## src/rtl/clock_period_meter.sv

```systemverilog
// Measures period and high time of a slow asynchronous square wave in cin cycles,
// with a sticky stall flag when no rising edge arrives within TIMEOUT cycles.
module clock_period_meter #(
   parameter int          CNT_W   = 32,
   parameter int unsigned TIMEOUT = 32'd100000000,
   parameter int          NCNT_W  = 16
) (
   input  logic              cin,
   input  logic              resetn,
   input  logic              sig_in,
   input  logic              clr,
   output logic [CNT_W-1:0]  period,
   output logic [CNT_W-1:0]  high_time,
   output logic              valid,
   output logic              timeout,
   output logic [NCNT_W-1:0] meas_count
);

   localparam logic [CNT_W-1:0] TIMEOUT_M1 = CNT_W'(TIMEOUT - 1);

   typedef enum logic {
      S_IDLE,
      S_MEASURE
   } state_t;

   logic              r_s1, r_s2, r_s3;
   logic              w_rise, w_fall;

   state_t            r_state, w_state_next;
   logic [CNT_W-1:0]  r_cnt, w_cnt_next;
   logic [CNT_W-1:0]  r_hi_lat, w_hi_lat_next;
   logic [CNT_W-1:0]  r_period, w_period_next;
   logic [CNT_W-1:0]  r_high_time, w_high_time_next;
   logic              r_valid, w_valid_next;
   logic              r_timeout, w_timeout_next;
   logic [NCNT_W-1:0] r_meas_count, w_meas_count_next;

   // Synchronizer and edge register are deliberately untouched by clr.
   always_ff @(posedge cin or negedge resetn) begin
      if (!resetn) begin
         r_s1 <= 1'b0;
         r_s2 <= 1'b0;
         r_s3 <= 1'b0;
      end else begin
         r_s1 <= sig_in;
         r_s2 <= r_s1;
         r_s3 <= r_s2;
      end
   end

   assign w_rise = r_s2 & ~r_s3;
   assign w_fall = ~r_s2 & r_s3;

   always_ff @(posedge cin or negedge resetn) begin
      if (!resetn) begin
         r_state      <= S_IDLE;
         r_cnt        <= '0;
         r_hi_lat     <= '0;
         r_period     <= '0;
         r_high_time  <= '0;
         r_valid      <= 1'b0;
         r_timeout    <= 1'b0;
         r_meas_count <= '0;
      end else begin
         r_state      <= w_state_next;
         r_cnt        <= w_cnt_next;
         r_hi_lat     <= w_hi_lat_next;
         r_period     <= w_period_next;
         r_high_time  <= w_high_time_next;
         r_valid      <= w_valid_next;
         r_timeout    <= w_timeout_next;
         r_meas_count <= w_meas_count_next;
      end
   end

   always_comb begin
      w_state_next      = r_state;
      w_cnt_next        = r_cnt;
      w_hi_lat_next     = r_hi_lat;
      w_period_next     = r_period;
      w_high_time_next  = r_high_time;
      w_valid_next      = 1'b0;
      w_timeout_next    = r_timeout;
      w_meas_count_next = r_meas_count;

      if (clr) begin
         // Clear wins over any edge detected this cycle; that edge is dropped.
         w_state_next      = S_IDLE;
         w_cnt_next        = '0;
         w_hi_lat_next     = '0;
         w_period_next     = '0;
         w_high_time_next  = '0;
         w_timeout_next    = 1'b0;
         w_meas_count_next = '0;
      end else begin
         case (r_state)
            S_IDLE: begin
               w_cnt_next = '0;
               if (w_rise) begin
                  w_state_next  = S_MEASURE;
                  w_hi_lat_next = '0;
               end
            end
            S_MEASURE: begin
               w_cnt_next = r_cnt + 1'b1;
               if (w_fall) begin
                  w_hi_lat_next = r_cnt + 1'b1;
               end
               // A rise on the timeout cycle completes the measurement instead.
               if (w_rise) begin
                  w_period_next     = r_cnt + 1'b1;
                  w_high_time_next  = r_hi_lat;
                  w_valid_next      = 1'b1;
                  w_meas_count_next = r_meas_count + 1'b1;
                  w_timeout_next    = 1'b0;
                  w_cnt_next        = '0;
               end else if (r_cnt == TIMEOUT_M1) begin
                  w_timeout_next = 1'b1;
                  w_state_next   = S_IDLE;
                  w_cnt_next     = '0;
               end
            end
            default: begin
               w_state_next = S_IDLE;
               w_cnt_next   = '0;
            end
         endcase
      end
   end

   assign period     = r_period;
   assign high_time  = r_high_time;
   assign valid      = r_valid;
   assign timeout    = r_timeout;
   assign meas_count = r_meas_count;

endmodule
```

## config.mk

```make
export PLATFORM = sky130hd
export DESIGN_NAME = clock_period_meter
export DESIGN_NICKNAME = d
export VERILOG_FILES = /design/src/rtl/clock_period_meter.sv
export SDC_FILE = /design/constraint.sdc
export NUM_CORES = 1
export LEC_CHECK = 0
export BUFFER_PORTS_ARGS = -buffer_cell sky130_fd_sc_hd__buf_2
export CAP_MARGIN = 20
export CORE_UTILIZATION = 50
export CTS_BUF_LIST = sky130_fd_sc_hd__clkbuf_8
export DETAILED_ROUTE_END_ITERATION = 6
export PLACE_DENSITY = 0.75
export SYNTH_ARGS = -nofsm -noshare
export SYNTH_HDL_FRONTEND = slang
export SYNTH_SLANG_ARGS = --single-unit
```

## constraint.sdc

```tcl
create_clock -name cin -period 4.9 [get_ports cin]
set_input_delay 0.98 -clock cin [delete_from_list [all_inputs] [get_ports cin]]
set_output_delay 0.98 -clock cin [all_outputs]
set_load 0.02 [all_outputs]
```

**Yosys cells after proc, flatten, opt, wreduce, memory -nomap -nowiden**

Index checks and enable logic that the tools add are counted.

- Multiplexer cells: 28
- Bitwise operators: 5
- Reductions and logical operators: 6
- Add/subtract/negate cells: 2
- Eq/ne operators: 3

Operators with widths:

| kind | count |
|---|---|
| $mux 32 | 12 |
| $pmux 32 s2 | 2 |
| $mux 16 | 3 |
| $add 32x1->32 const B | 1 |
| $eq 32x27->1 const B | 1 |
| $add 16x1->16 const B | 1 |
| $mux 1 | 10 |
| $ne 3x3->1 const B | 2 |
| $reduce_and 2->1 | 3 |
| $reduce_bool 2->1 | 2 |
| $not 1->1 | 3 |
| $reduce_bool 3->1 | 1 |
| $and 1x1->1 | 2 |
| $pmux 1 s2 | 1 |

- Output and inout port bits: 82
- Flip-flop bits (word level): 150
- Input port bits: 4

**Depth between registers and ports, before layout**

- Word-level depth: 5
- Mapped depth: 8
- Depth with buffers taken out: 6

**Worst setup path after synthesis**

Ideal clock, no wire load.

- Kind: input to register
- Start point: input port clr
- End point: register r_high_time[23] (netlist: high_time[23])
- Stages: 5
- Arrival: 2.082 ns
- Buffers on the path: 3
- Slack: 2.751 ns
- Cell sequence: clkbuf_1 -> nor2_1 -> clkbuf_1 -> clkbuf_1 -> a22o_1

- Longest elaborated chain between the ends: 2
- Elaborated cells between the ends (all ways): 4

RTL lines:

| item | RTL line | text |
|---|---|---|
| start, declared | 11 | `input logic clr,` |
| $reduce_bool 2->1 (no source line) | -- |  |
| $reduce_and 2->1 (no source line) | -- |  |
| end signal, assigned | 69 | `r_high_time <= w_high_time_next;` |
| end, declared | 33 | `logic [CNT_W-1:0] r_high_time, w_high_time_next;` |

Parallel ways exist; a longest one is shown, timed or not.
A chain may end at the register's enable or synchronous reset.

**Final worst setup path**

- Start point: register r_cnt[27]
- End point: register r_cnt[2]

- Longest elaborated chain between the ends: 5

RTL lines:

| item | RTL line | text |
|---|---|---|
| start, declared | 30 | `logic [CNT_W-1:0] r_cnt, w_cnt_next;` |
| start signal, assigned | 66 | `r_cnt <= w_cnt_next;` |
| $eq 32x27->1 | 117 | `end else if (r_cnt == TIMEOUT_M1) begin` |
| $mux 32 | 117 |  |
| $mux 32 | 110 | `if (w_rise) begin` |
| $pmux 32 s2 | 96 | `case (r_state)` |
| $mux 32 | 86 | `if (clr) begin` |
| via w_cnt_next[2] | 30 |  |

The timed path passes the listed nets, and every way through them passes these cells.

==> run metrics <==
status=finished with violations; failing checks=DRC; clk slew on worst S/H paths=0.08 ns; Final Max Tran Viols=0; drt initial violations=323; maxcap violations=0; Final TNS setup=0 ns; diodes inserted=0; die area=0.01240 mm²; most frequent cells in the layout=dfrtp_1 (150), buf_2 (84), nand2_1 (77); #FFs+latches synth=150; Die Wd=111.3 µm; row count=39; die height=111.3 µm; Final Wtd Congestion=0.8473; CP Capture Type=flip-flop; IO Port Bufs=85; Leak Pwr=0.003362 µW; Mapped Cells=540; dpl hpwl=8.384 mm; layout net count=629; met3 usage=0.04899; post-CTS setup buffer count=0; Initial Utilization=0.5191; FMAX=348.5 MHz; largest fanout on the critical path=28; hold_buf cts=0; post-place setup slack=1.774 ns; Reg2Reg Depth=5; yosys synthesis warning count=0; reg2reg setup slack=2.03 ns; total gr overflow=0; final WL=12.87 mm; worst r2r dst=r_cnt[2]$_DFF_PN0_; CTS root buf=clkbuf_8; met2 usage=0.3275; most common cell after layout, fill and taps aside=dfrtp_1; WS Path Type=flip-flop to flip-flop; RSZ-0062 raised after global routing=no; wire length per cell=16.54 µm; ys flop type=dfrtp_1; min setup slack post-route=2.030 ns; total CTS buffers=17; top post-synthesis cells by area=dfrtp_1 (63%), a22o_1 (5.7%), nand2_1 (4.8%), o21ai_0 (4.4%), nor2_1 (3.4%); all-layer global routing usage=0.2206; synthesized area=0.005978 mm²; layout cells sized above 1=0.1984; CP arrival=3.16 ns; Mapped Nets=546; IO Count=86; Placeable Area=0.01152 mm²; number of gates resized after cts=0; Pwr per Cell Area=330.0 mW/mm²; worst slew pin tran=1.087 ns; clock tree buffer depth=2; FILL cells=941; post-synth top area share=0.6279; Max VDD drop=176.0 µV; Crit Reg-Reg Startpoint=r_cnt[27]$_DFF_PN0_; largest net degree at the start of global routing=121; total number of vias=4307; H-Tree Depth=4; Post-Syn Area per Cell=11.07 µm²; Area growth syn-to-layout=16.58%; CTS tree=done; Yosys top cell by area=dfrtp_1; Initial DRT Pass Iterations=7; worst min path class=primary input to async pin; Final Cycle Share=0.5856; worst path required time=5.19 ns; vias in the first global route=4232; Yosys cell types=34; Seq/Total Area, Yosys=0.6279; initial antenna violation count=0; first-pass GRT wire length=21.40 mm; Worst Clk Skew=0.01119 ns; final setup vio count=0; Vias per Instance=5.536; gr busiest metal=met2; Num Clock Sinks=150; Skew-Pair Late Insertion Delay=0.45 ns; met1 Track Usage GR=0.3183; number of flops mapped to enable cells by yosys=0; fin crit period=2.870 ns; antenna violation net count after detailed routing=0; final number of hold-violating endpoints=0; async set-reset flop share out of synthesis=1.000; critical path launch point type=flip-flop; relative slew slack=0.2750; drt drc=18
## metrics by stage
step           hold WS, ns  area, µm²  utilization  total power, µW  instances
3_5_place_dp        0.3466       6526       0.5667             1340        746
2_1_floorplan       0.3312       5978            -             1302        540
4_1_cts             0.3642       6942       0.6028             2313        777
3_3_place_gp        0.3336       6526       0.5667             1338        746
5_1_grt             0.3264       6969       0.6052             2380        778
6_report            0.3412       6969       0.6052             2300        778
## layout make-up
class	instances	area [µm²]	area share
flip-flops and latches	150	3754	0.5386
multi-input cells	357	2102	0.3016
repair buffers	91	496.7	0.07127
clock buffers	19	261.5	0.03752
well taps	143	178.9	0.02567
clock inverters	12	153.9	0.02208
inverters	6	22.52	0.003232
## report_power, final
part / internal (µW) / switching [µW] / total, µW
clock network: 527 / 455 / 983
registers: 1240 / 4.89 / 1250
logic: 11.8 / 60.2 / 72.0
total: 1780 / 520 / 2300
## sequential cells by signal (all words and copies together) (netlist names), 16 cells and up
signal and flops:
high_time 32, meas_count 16, period 32, r_cnt 32
r_hi_lat 32
## cells in the mapped netlist, drive strengths merged, types with 2 or more instances
master,number
nor2,54
a32o,2
and3,6
buf,4
nand2,77
inv,5
clkbuf,23
xor2,23
nand4,13
ha,2
o21ai,52
and2,6
and4,2
or3,6
or4,3
nor4,7
nor2b,5
nand3,15
xnor2,19
nor3,6
dfrtp,150
a21oi,4
a22o,39
o31ai,7
nand2b,3
## how the worst max path moves through the flow
stage	start	to	depth (start not counted)
3_3_place_gp	clr	high_time[31]$_DFFE_PN0P_	7
4_1_cts	r_cnt[27]$_DFF_PN0_	r_cnt[29]$_DFF_PN0_	5
3_5_place_dp	clr	high_time[23]$_DFFE_PN0P_	7
5_1_grt	r_cnt[0]$_DFF_PN0_	r_cnt[18]$_DFF_PN0_	6
2_1_floorplan	clr	high_time[23]$_DFFE_PN0P_	5
6_report	r_cnt[27]$_DFF_PN0_	r_cnt[2]$_DFF_PN0_	5
## cell families (layout without fill, tap and decap cells)
logic type / count (synthesis) / count (layout) / synth area share
AOI/OAI and AO/OA: 105 / 105 / 0.1176
xor gates and xnor gates: 42 / 42 / 0.06153
adders and majority gates: 2 / 2 / 0.004185
and+or+nand+nor: 208 / 208 / 0.1641
DFF: 150 / 150 / 0.6279
buffers and inverters: 33 / 128 / 0.02469
## per-layer routing
metal / vias up / share of wire
met2: 100 / 0.47
met5: - / 0
met1: 2159 / 0.48
li1: 2033 / -
met4: 0 / 0.014
met3: 15 / 0.041
## critical path, stage by stage (launching register included)
cell     delay [ns]
dfrtp_1        0.44
or4_1          0.54
or4_1          0.47
nor4_4         0.34
or3_1          0.79
nor2_1         0.13
(Power assumes the default switching activity.)
